==> config.mk <==
export PLATFORM = sky130hd
export DESIGN_NAME = aurora_link_monitor
export DESIGN_NICKNAME = d
export VERILOG_FILES = /design/src/rtl/aurora_mon_pkg.sv /design/src/rtl/aurora_err_window.sv /design/src/rtl/aurora_link_monitor.sv
export SDC_FILE = /design/constraint.sdc
export NUM_CORES = 1
export LEC_CHECK = 0
export ABC_CLOCK_PERIOD_IN_PS = 3700
export BUFFER_PORTS_ARGS = -buffer_cell sky130_fd_sc_hd__buf_2
export CAP_MARGIN = 40
export CORE_MARGIN = 4
export CORE_UTILIZATION = 39
export DETAILED_ROUTE_END_ITERATION = 7
export RECOVER_POWER = 100
export SYNTH_ARGS = -nofsm -noshare
export SYNTH_HDL_FRONTEND = slang
export SYNTH_SLANG_ARGS = --single-unit
export TNS_END_PERCENT = 20
==> constraint.sdc <==
create_clock -name init_clk -period 3.7 [get_ports init_clk]
set_clock_uncertainty 0.1 [all_clocks]
set_input_delay 0.185 -clock init_clk [delete_from_list [all_inputs] [get_ports init_clk]]
set_output_delay 0.185 -clock init_clk [all_outputs]
set_load 0.1 [all_outputs]
==> src/rtl/aurora_mon_pkg.sv <==
// Shared types and widths for the Aurora link monitor: FSM states and reset causes.
package aurora_mon_pkg;

  localparam int RETRY_W = 8;
  localparam int TOTAL_W = 16;

  typedef enum logic [2:0] {
    WAIT_SEQ = 3'd0,
    WAIT_UP  = 3'd1,
    LINK_UP  = 3'd2,
    REQ      = 3'd3,
    HOLDOFF  = 3'd4,
    FAILED   = 3'd5
  } state_t;

  typedef enum logic [1:0] {
    CAUSE_NONE    = 2'd0,
    CAUSE_TIMEOUT = 2'd1,
    CAUSE_DROP    = 2'd2,
    CAUSE_SOFTERR = 2'd3
  } cause_t;

endpackage

==> src/rtl/aurora_err_window.sv <==
// Soft-error observation window: counts soft errors per window and flags the
// cycle in which the count reaches the limit.
module aurora_err_window #(
  parameter int WINDOW_CYCLES  = 1000000,
  parameter int SOFT_ERR_LIMIT = 16
) (
  input  logic clk,
  input  logic rst_n,
  input  logic i_active,
  input  logic i_soft_err,
  output logic o_limit_hit
);

  localparam int TW = (WINDOW_CYCLES > 1) ? $clog2(WINDOW_CYCLES) : 1;
  localparam int CW = $clog2(SOFT_ERR_LIMIT + 1);

  logic [TW-1:0] r_timer;
  logic [CW-1:0] r_count;
  logic          w_wrap;
  logic [CW-1:0] w_base;

  // An error in the wrap cycle belongs to the new window, so it builds on zero.
  assign w_wrap      = (r_timer == TW'(WINDOW_CYCLES - 1));
  assign w_base      = w_wrap ? '0 : r_count;
  assign o_limit_hit = i_active && i_soft_err && (w_base == CW'(SOFT_ERR_LIMIT - 1));

  always_ff @(posedge clk or negedge rst_n) begin
    if (!rst_n) begin
      r_timer <= '0;
      r_count <= '0;
    end else if (!i_active) begin
      r_timer <= '0;
      r_count <= '0;
    end else begin
      r_timer <= w_wrap ? '0 : r_timer + TW'(1);
      if (i_soft_err && (w_base != CW'(SOFT_ERR_LIMIT)))
        r_count <= w_base + CW'(1);
      else
        r_count <= w_base;
    end
  end

endmodule

==> src/rtl/aurora_link_monitor.sv <==
// Aurora link supervisor: watches bring-up and link health, requests sequencer
// resets with a bounded retry budget and a sticky failure flag.
module aurora_link_monitor
  import aurora_mon_pkg::*;
#(
  parameter int NLANES         = 4,
  parameter int UP_TIMEOUT     = 100000000,
  parameter int REQ_CYCLES     = 100,
  parameter int WINDOW_CYCLES  = 1000000,
  parameter int SOFT_ERR_LIMIT = 16,
  parameter int STABLE_CYCLES  = 10000000,
  parameter int MAX_RETRY      = 8
) (
  input  logic                init_clk,
  input  logic                init_rst_n,
  input  logic                seq_done,
  input  logic                channel_up,
  input  logic [NLANES-1:0]   lane_up,
  input  logic                soft_err,
  input  logic                hard_err,
  input  logic                clr_fail,
  output logic                reset_req,
  output logic                link_ok,
  output logic                failed,
  output logic [RETRY_W-1:0]  retry_count,
  output logic [1:0]          last_cause,
  output logic [TOTAL_W-1:0]  soft_err_total
);

  localparam int UT_W = (UP_TIMEOUT > 1) ? $clog2(UP_TIMEOUT) : 1;
  localparam int RQ_W = $clog2(REQ_CYCLES + 1);
  localparam int ST_W = $clog2(STABLE_CYCLES + 1);

  state_t             r_state;
  cause_t             r_cause;
  logic [UT_W-1:0]    r_timer;
  logic [RQ_W-1:0]    r_req_cnt;
  logic [ST_W-1:0]    r_stable_cnt;
  logic               r_reset_req;
  logic               r_link_ok;
  logic               r_failed;
  logic [RETRY_W-1:0] r_retry;
  logic [TOTAL_W-1:0] r_total;

  logic w_link_good;
  logic w_drop;
  logic w_limit_hit;

  // Losing seq_done while up means the sequencer restarted under us: a drop.
  assign w_link_good = channel_up && (&lane_up);
  assign w_drop      = hard_err || !w_link_good || !seq_done;

  aurora_err_window #(
    .WINDOW_CYCLES  (WINDOW_CYCLES),
    .SOFT_ERR_LIMIT (SOFT_ERR_LIMIT)
  ) u_err_window (
    .clk         (init_clk),
    .rst_n       (init_rst_n),
    .i_active    (r_state == LINK_UP),
    .i_soft_err  (soft_err),
    .o_limit_hit (w_limit_hit)
  );

  always_ff @(posedge init_clk or negedge init_rst_n) begin
    if (!init_rst_n) begin
      r_state      <= WAIT_SEQ;
      r_cause      <= CAUSE_NONE;
      r_timer      <= '0;
      r_req_cnt    <= '0;
      r_stable_cnt <= '0;
      r_reset_req  <= 1'b0;
      r_link_ok    <= 1'b0;
      r_failed     <= 1'b0;
      r_retry      <= '0;
      r_total      <= '0;
    end else begin
      r_link_ok <= (r_state == LINK_UP) && !w_drop && !w_limit_hit;

      if (soft_err && (r_total != '1))
        r_total <= r_total + TOTAL_W'(1);

      if (r_state != LINK_UP)
        r_stable_cnt <= '0;
      else if (r_stable_cnt != ST_W'(STABLE_CYCLES))
        r_stable_cnt <= r_stable_cnt + ST_W'(1);

      case (r_state)
        WAIT_SEQ: begin
          if (seq_done) begin
            r_state <= WAIT_UP;
            r_timer <= '0;
          end
        end
        WAIT_UP: begin
          if (!seq_done) begin
            r_state <= WAIT_SEQ;
          end else if (w_link_good) begin
            r_state <= LINK_UP;
          end else if (r_timer == UT_W'(UP_TIMEOUT - 1)) begin
            r_state   <= REQ;
            r_cause   <= CAUSE_TIMEOUT;
            r_req_cnt <= '0;
          end else begin
            r_timer <= r_timer + UT_W'(1);
          end
        end
        LINK_UP: begin
          if (w_drop || w_limit_hit) begin
            r_state   <= REQ;
            r_cause   <= w_drop ? CAUSE_DROP : CAUSE_SOFTERR;
            r_req_cnt <= '0;
          end else if (r_stable_cnt == ST_W'(STABLE_CYCLES - 1)) begin
            r_retry <= '0;
          end
        end
        REQ: begin
          // First REQ cycle decides between spending a retry and giving up.
          if (r_req_cnt == '0) begin
            if (r_retry >= RETRY_W'(MAX_RETRY)) begin
              r_state  <= FAILED;
              r_failed <= 1'b1;
            end else begin
              r_retry     <= r_retry + RETRY_W'(1);
              r_reset_req <= 1'b1;
              r_req_cnt   <= RQ_W'(1);
            end
          end else if (r_req_cnt == RQ_W'(REQ_CYCLES)) begin
            r_reset_req <= 1'b0;
            r_state     <= HOLDOFF;
          end else begin
            r_req_cnt <= r_req_cnt + RQ_W'(1);
          end
        end
        HOLDOFF: begin
          if (!seq_done)
            r_state <= WAIT_SEQ;
        end
        FAILED: begin
          if (clr_fail)
            r_state <= HOLDOFF;
        end
        default: r_state <= WAIT_SEQ;
      endcase

      // NOTE: placed after the case so this later non-blocking write wins over
      // any retry increment or failure set issued in the same cycle.
      if (clr_fail) begin
        r_failed <= 1'b0;
        r_retry  <= '0;
      end
    end
  end

  assign reset_req      = r_reset_req;
  assign link_ok        = r_link_ok;
  assign failed         = r_failed;
  assign retry_count    = r_retry;
  assign last_cause     = r_cause;
  assign soft_err_total = r_total;

endmodule

# Word-level counts from Yosys, hierarchy flattened
# Index checks and enable logic that the tools add are counted.
dict set report word_totals {
  register_bits 115
  elab_cells 135
  output_inout_bits 29
}
dict set report op_classes {
  n_eq_ne 32
  n_mux 50
  n_reduce_logical 33
  n_addsub 7
  magnitude_cmp 1
}
# operator count
set op_table {}
lappend op_table {{$mux 27} 4}
lappend op_table {{$pmux 27 s2} 1}
lappend op_table {{$mux 7} 7}
lappend op_table {{$mux 24} 2}
lappend op_table {{$mux 20} 2}
lappend op_table {{$mux 8} 5}
lappend op_table {{$mux 3} 10}
lappend op_table {{$add 27x1->27 const B} 1}
lappend op_table {{$eq 27x27->1 const B} 1}
lappend op_table {{$add 24x1->24 const B} 1}
lappend op_table {{$eq 24x24->1 const B} 1}
lappend op_table {{$ne 24x24->1 const B} 1}
lappend op_table {{$ne 3x3->1 const B} 8}
lappend op_table {{$pmux 7 s3} 1}
lappend op_table {{$add 20x1->20 const B} 1}
lappend op_table {{$eq 20x20->1 const B} 1}
lappend op_table {{$ne 2x2->1 const B} 9}
lappend op_table {{$pmux 3 s6} 1}
lappend op_table {{$add 16x1->16 const B} 1}
lappend op_table {{$ne 16x16->1 const B} 1}
lappend op_table {{$pmux 8 s2} 1}
lappend op_table {{$mux 5} 3}
lappend op_table {{$reduce_and 5->1} 3}
lappend op_table {{$reduce_and 7->1} 2}
lappend op_table {{24 further kinds} 55}

# Depth between registers and ports, before layout
dict set report logic_depth {
  ltp_word 9
  depth_mapped 14
  depth_no_buf 12
}

# Cells and area by module
# Synthesis repeated with hierarchy kept, for this count alone.
dict set report unflattened {
  cells_unflattened 691
  area_unflattened_um2 6446.2
}
# mod area_each_um2 cells_each instances
set modules_own_cells {}
lappend modules_own_cells {aurora_link_monitor 5036.1 540 1}
lappend modules_own_cells {aurora_err_window 1410.1 151 1}

# Worst setup path before layout
# OpenSTA, ideal clock, no wires.
dict set report synth_timing {
  path_type {register to register}
  startpoint {register u_err_window.r_timer[8]}
  endpoint {register r_req_cnt[1]}
  path_slack_ns 0.206
  path_buffers 1
  path_stages_with_launch 14
  arrival_ns 3.268
  setup_ns 0.127
  cell_sequence {dfrtp_1 -> or4_1 -> or4_1 -> or2_1 -> buf_6 -> and2_1 -> ha_1 -> and4_1 -> ha_1 -> nand2_1 -> nand3_1 -> a211o_1 -> o211a_1 -> mux2i_1}
}
dict set report synth_between {
  elab_chain_cells 7
}
# element line_no
set synth_rtl {}
lappend synth_rtl {{start, declared} aurora_err_window.sv:17} ;# logic [TW-1:0] r_timer;
lappend synth_rtl {{start signal, assigned} aurora_err_window.sv:35} ;# r_timer <= w_wrap ? '0 : r_timer + TW'(1);
lappend synth_rtl {{$eq 20x20->1} aurora_err_window.sv:23} ;# assign w_wrap = (r_timer == TW'(WINDOW_CYCLES - 1));
lappend synth_rtl {{$mux 5} aurora_err_window.sv:24} ;# assign w_base = w_wrap ? '0 : r_count;
lappend synth_rtl {{$eq 5x4->1} aurora_err_window.sv:25} ;# assign o_limit_hit = i_active && i_soft_err && (w_base == CW'(SOFT_ERR_LIMIT - 1));
lappend synth_rtl {{$logic_and 1x1->1} aurora_err_window.sv:25}
lappend synth_rtl {{$logic_or 1x1->1} aurora_link_monitor.sv:108} ;# if (w_drop || w_limit_hit) begin
lappend synth_rtl {{$ne 2x2->1 (no line)} -}
lappend synth_rtl {{$reduce_and 7->1 (no line)} -}
lappend synth_rtl {{end signal, assigned} aurora_link_monitor.sv:131} ;# r_req_cnt <= r_req_cnt + RQ_W'(1);
lappend synth_rtl {{end, declared} aurora_link_monitor.sv:37} ;# logic [RQ_W-1:0] r_req_cnt;
# No other way between the ends.
# A chain may end at the register's enable or synchronous reset.

# Final worst setup path
# Ends and elaborated chain as after synthesis.

==> out/results.ini <==
[placed_design]
numPortBuffers=39
gp_congestion=0.856
dpl.cell_count=888
hpwlAfterDp_mm=9.36
pre_cts_ws_ns=0.0441

[pwr]
pwr-share-seq=0.372
p_int_mw=2.56
switching_share=0.370
leakage_nw=2.88
peakVddDrop_v=0.000740
p_comb_frac=0.264
powerDensity_nw_per_um2=570
totalPowerFinal_mw=4.05
pwr-share-clk=0.364
switchingPower_mw=1.50

[run_status]
failed_checks=capacitance limit
status=finished with violations

[logic_synthesis]
synth_top_area_share=0.462
synth.distinct_cells=68
ys.flop_type=dfrtp_1
synth_enable_flop_cells=0
synth_warnings=0
ys_top_cells_by_area=dfrtp_1 46%, xnor2_1 4.4%, nor2_1 4.0%, nand4_1 3.2%, xor2_1 3.1%
syn-num-nets=673
synth_top_area_cell=dfrtp_1
avgSynthCellArea_um2=9.59
syn_inst=650
synth_area_um2=6230
async_flop_share=1.00
seq_area_frac_synth=0.462
ys_ff_latch=115

[critical_path]
r2r-end=r_req_cnt[1]
end_kind=flip-flop
reg2reg_slack_ns=0.18
worstSetupPathType=flip-flop to flip-flop
crit_fanout=7
worstSetupStartpoint=u_err_window.r_timer[8]
cp-start-kind=flip-flop
reg2regPathDepth=12
cp.arrival_ns=3.72
timing.rr.start=u_err_window.r_timer[8]
cp.required_ns=3.90

[grt]
grt_remaining_overflow=0
antenna_found_initial=0
grt_max_degree=62
use_met3=0.0484
grt_pass1_vias=4969
grt_usage=0.161
grt_pass1_wl_mm=23.9
met2_usage=0.258
globalRoute.busiestLayer=met2
met1_usage=0.214

[floorplanning]
dieHeight_um=134
die_area_um2=18100
io_pins=40
placementRows=45
die_x_um=134
core-area_um2=15400
start_util=0.404

[timing]
min_period_ns=3.52
timing.final.crit_share=0.951
max_freq_ghz=0.284
slew_headroom=0.00241
timing.final.max_slew_violations=0
fin_setup_tns_ns=0
setup_ws_ns=0.182
final-hold-violation-count=0
rsz0062_at_grt=false
worst_pin_slew_ns=1.50
setup_viol_count_final=0

[flow_run]
drv_cap=1

[min_path]
hold_path.class=primary input to flip-flop
whs_endpoint=last_cause[1]
min_from=channel_up
whs_path_depth=4

[cts]
clk_pin_slew_ns=0.05
cts_tree=yes
clock_latency_ns=0.42
cts_made_buffers=17
htreeDepth=4
clock_sinks=115
postCtsSetupRepairBufs=0
ctsRootBufferMaster=clkbuf_16
clockBufferDepth=2

[route]
wirelength_mm=13.7
via_per_inst=5.51
route.detailed.drc=0
wl_per_cell_um=14.9
dr.pass1.iters=5
drt_iter0_drc=293
dr_total_vias=5084
postRouteAntennaNets=0

[finish]
nNetsFinal=722
diodes=0
final_common_cell=dfrtp_1
fillCellCount=1502
layout_common_cells=114 x dfrtp_1, 67 x nor2_1, 51 x nand2_1
area_growth_syn_to_layout_pct=14.2
stdcell_count=922
layout-drive-gt1-share=0.0802

==> worst max-delay path by stage <==
stage	endpoint
2_1_floorplan	r_req_cnt[1]
3_3_place_gp	r_req_cnt[1]
3_5_place_dp	r_req_cnt[5]
4_1_cts	r_req_cnt[0]
5_1_grt	r_req_cnt[0]
6_report	r_req_cnt[1]
==> synthesized netlist by cell type (all sizes together) (2+ instances only) <==
library cell	instances
nor3b	5
dfrtp	115
nor4	8
mux2	2
and4	12
o2111ai	4
inv	21
o41ai	4
and3	16
a22o	2
nor2	67
a21o	4
or4b	4
or3b	4
nand2	51
nor4b	6
nor2b	3
or2	4
a31oi	9
or3	13
xnor2	31
nand3	36
and2	12
nor3	16
xor2	22
o21a	4
nand2b	9
nand3b	2
o211ai	8
buf	8
clkbuf	13
o21ai	20
nand4	32
ha	12
o31ai	5
a21oi	29
mux2i	6
or4	14
a2111oi	3
==> stage by stage <==
step	cell area [µm²]	hold WS, ns	utilization
floorplan	6230	-0.211	-
global placement	6640	0.183	0.431
detailed placement	6650	0.188	0.431
CTS	7220	0.164	0.468
global route	7120	0.157	0.461
finish	7120	0.154	0.461
==> cell type report <==
| class | count | area, µm² | area share |
|---|---|---|---|
| multi-input cells | 493 | 3120 | 0.439 |
| flip-flops and latches | 115 | 2880 | 0.405 |
| clock buffers | 26 | 509 | 0.0716 |
| well taps | 211 | 264 | 0.0371 |
| repair buffers | 51 | 236 | 0.0332 |
| inverters | 21 | 78.8 | 0.0111 |
| clock inverters | 5 | 25.0 | 0.00352 |
==> state kept, by name, summed over array words and instances, names as in the netlist <==
register and count:
r_timer 27, r_stable_cnt 24, u_err_window.r_timer 20, soft_err_total 16, retry_count 8, r_req_cnt 7
u_err_window.r_count 5, r_state 3, last_cause 2, failed 1, link_ok 1, reset_req 1
==> metal layers <==
metal / share of wire / routed length [µm] / vias to the layer above
li1: - / - / 2485
met1: 0.47 / 6500 / 2505
met2: 0.48 / 6600 / 84
met3: 0.036 / 488 / 10
met4: 0.0091 / 125 / 0
met5: 0 / 0 / -
==> timing repair <==
action,CTS,global route
endpoints found under the hold margin,59,0
resized for setup,0,4
hold buffers,3,0
setup endpoints to repair,0,7
==> power groups by stage <==
stage,clock (mW),combinational [mW],sequential [mW]
2_1_floorplan,0,0.565,1.82
3_3_place_gp,0,1.09,1.52
3_5_place_dp,0,1.11,1.52
4_1_cts,1.51,1.12,1.50
5_1_grt,1.58,1.16,1.53
6_report,1.48,1.07,1.51
==> cell families after synthesis <==
| logic type | share of synthesized area |
|---|---|
| AO/OA/AOI/OAI | 0.108 |
| XOR/XNOR | 0.0745 |
| adder cells (fa/ha/maj) | 0.0241 |
| buffers and inverters | 0.0323 |
| flip-flops | 0.462 |
| multiplexers | 0.0133 |
| AND/OR/NAND/NOR | 0.286 |
==> critical path, cell delays in order, from the launching register on <==
cell and delay, ns:
dfrtp_1 0.40, or4_1 0.53, or4_4 0.54, or2_1 0.23, and2_1 0.18, ha_1 0.21
and4_1 0.19, ha_1 0.17, nand2_1 0.11, nand3_2 0.11, a211o_1 0.30, o211a_2 0.18
mux2i_1 0.14
Power figures use the tool's default switching activity.
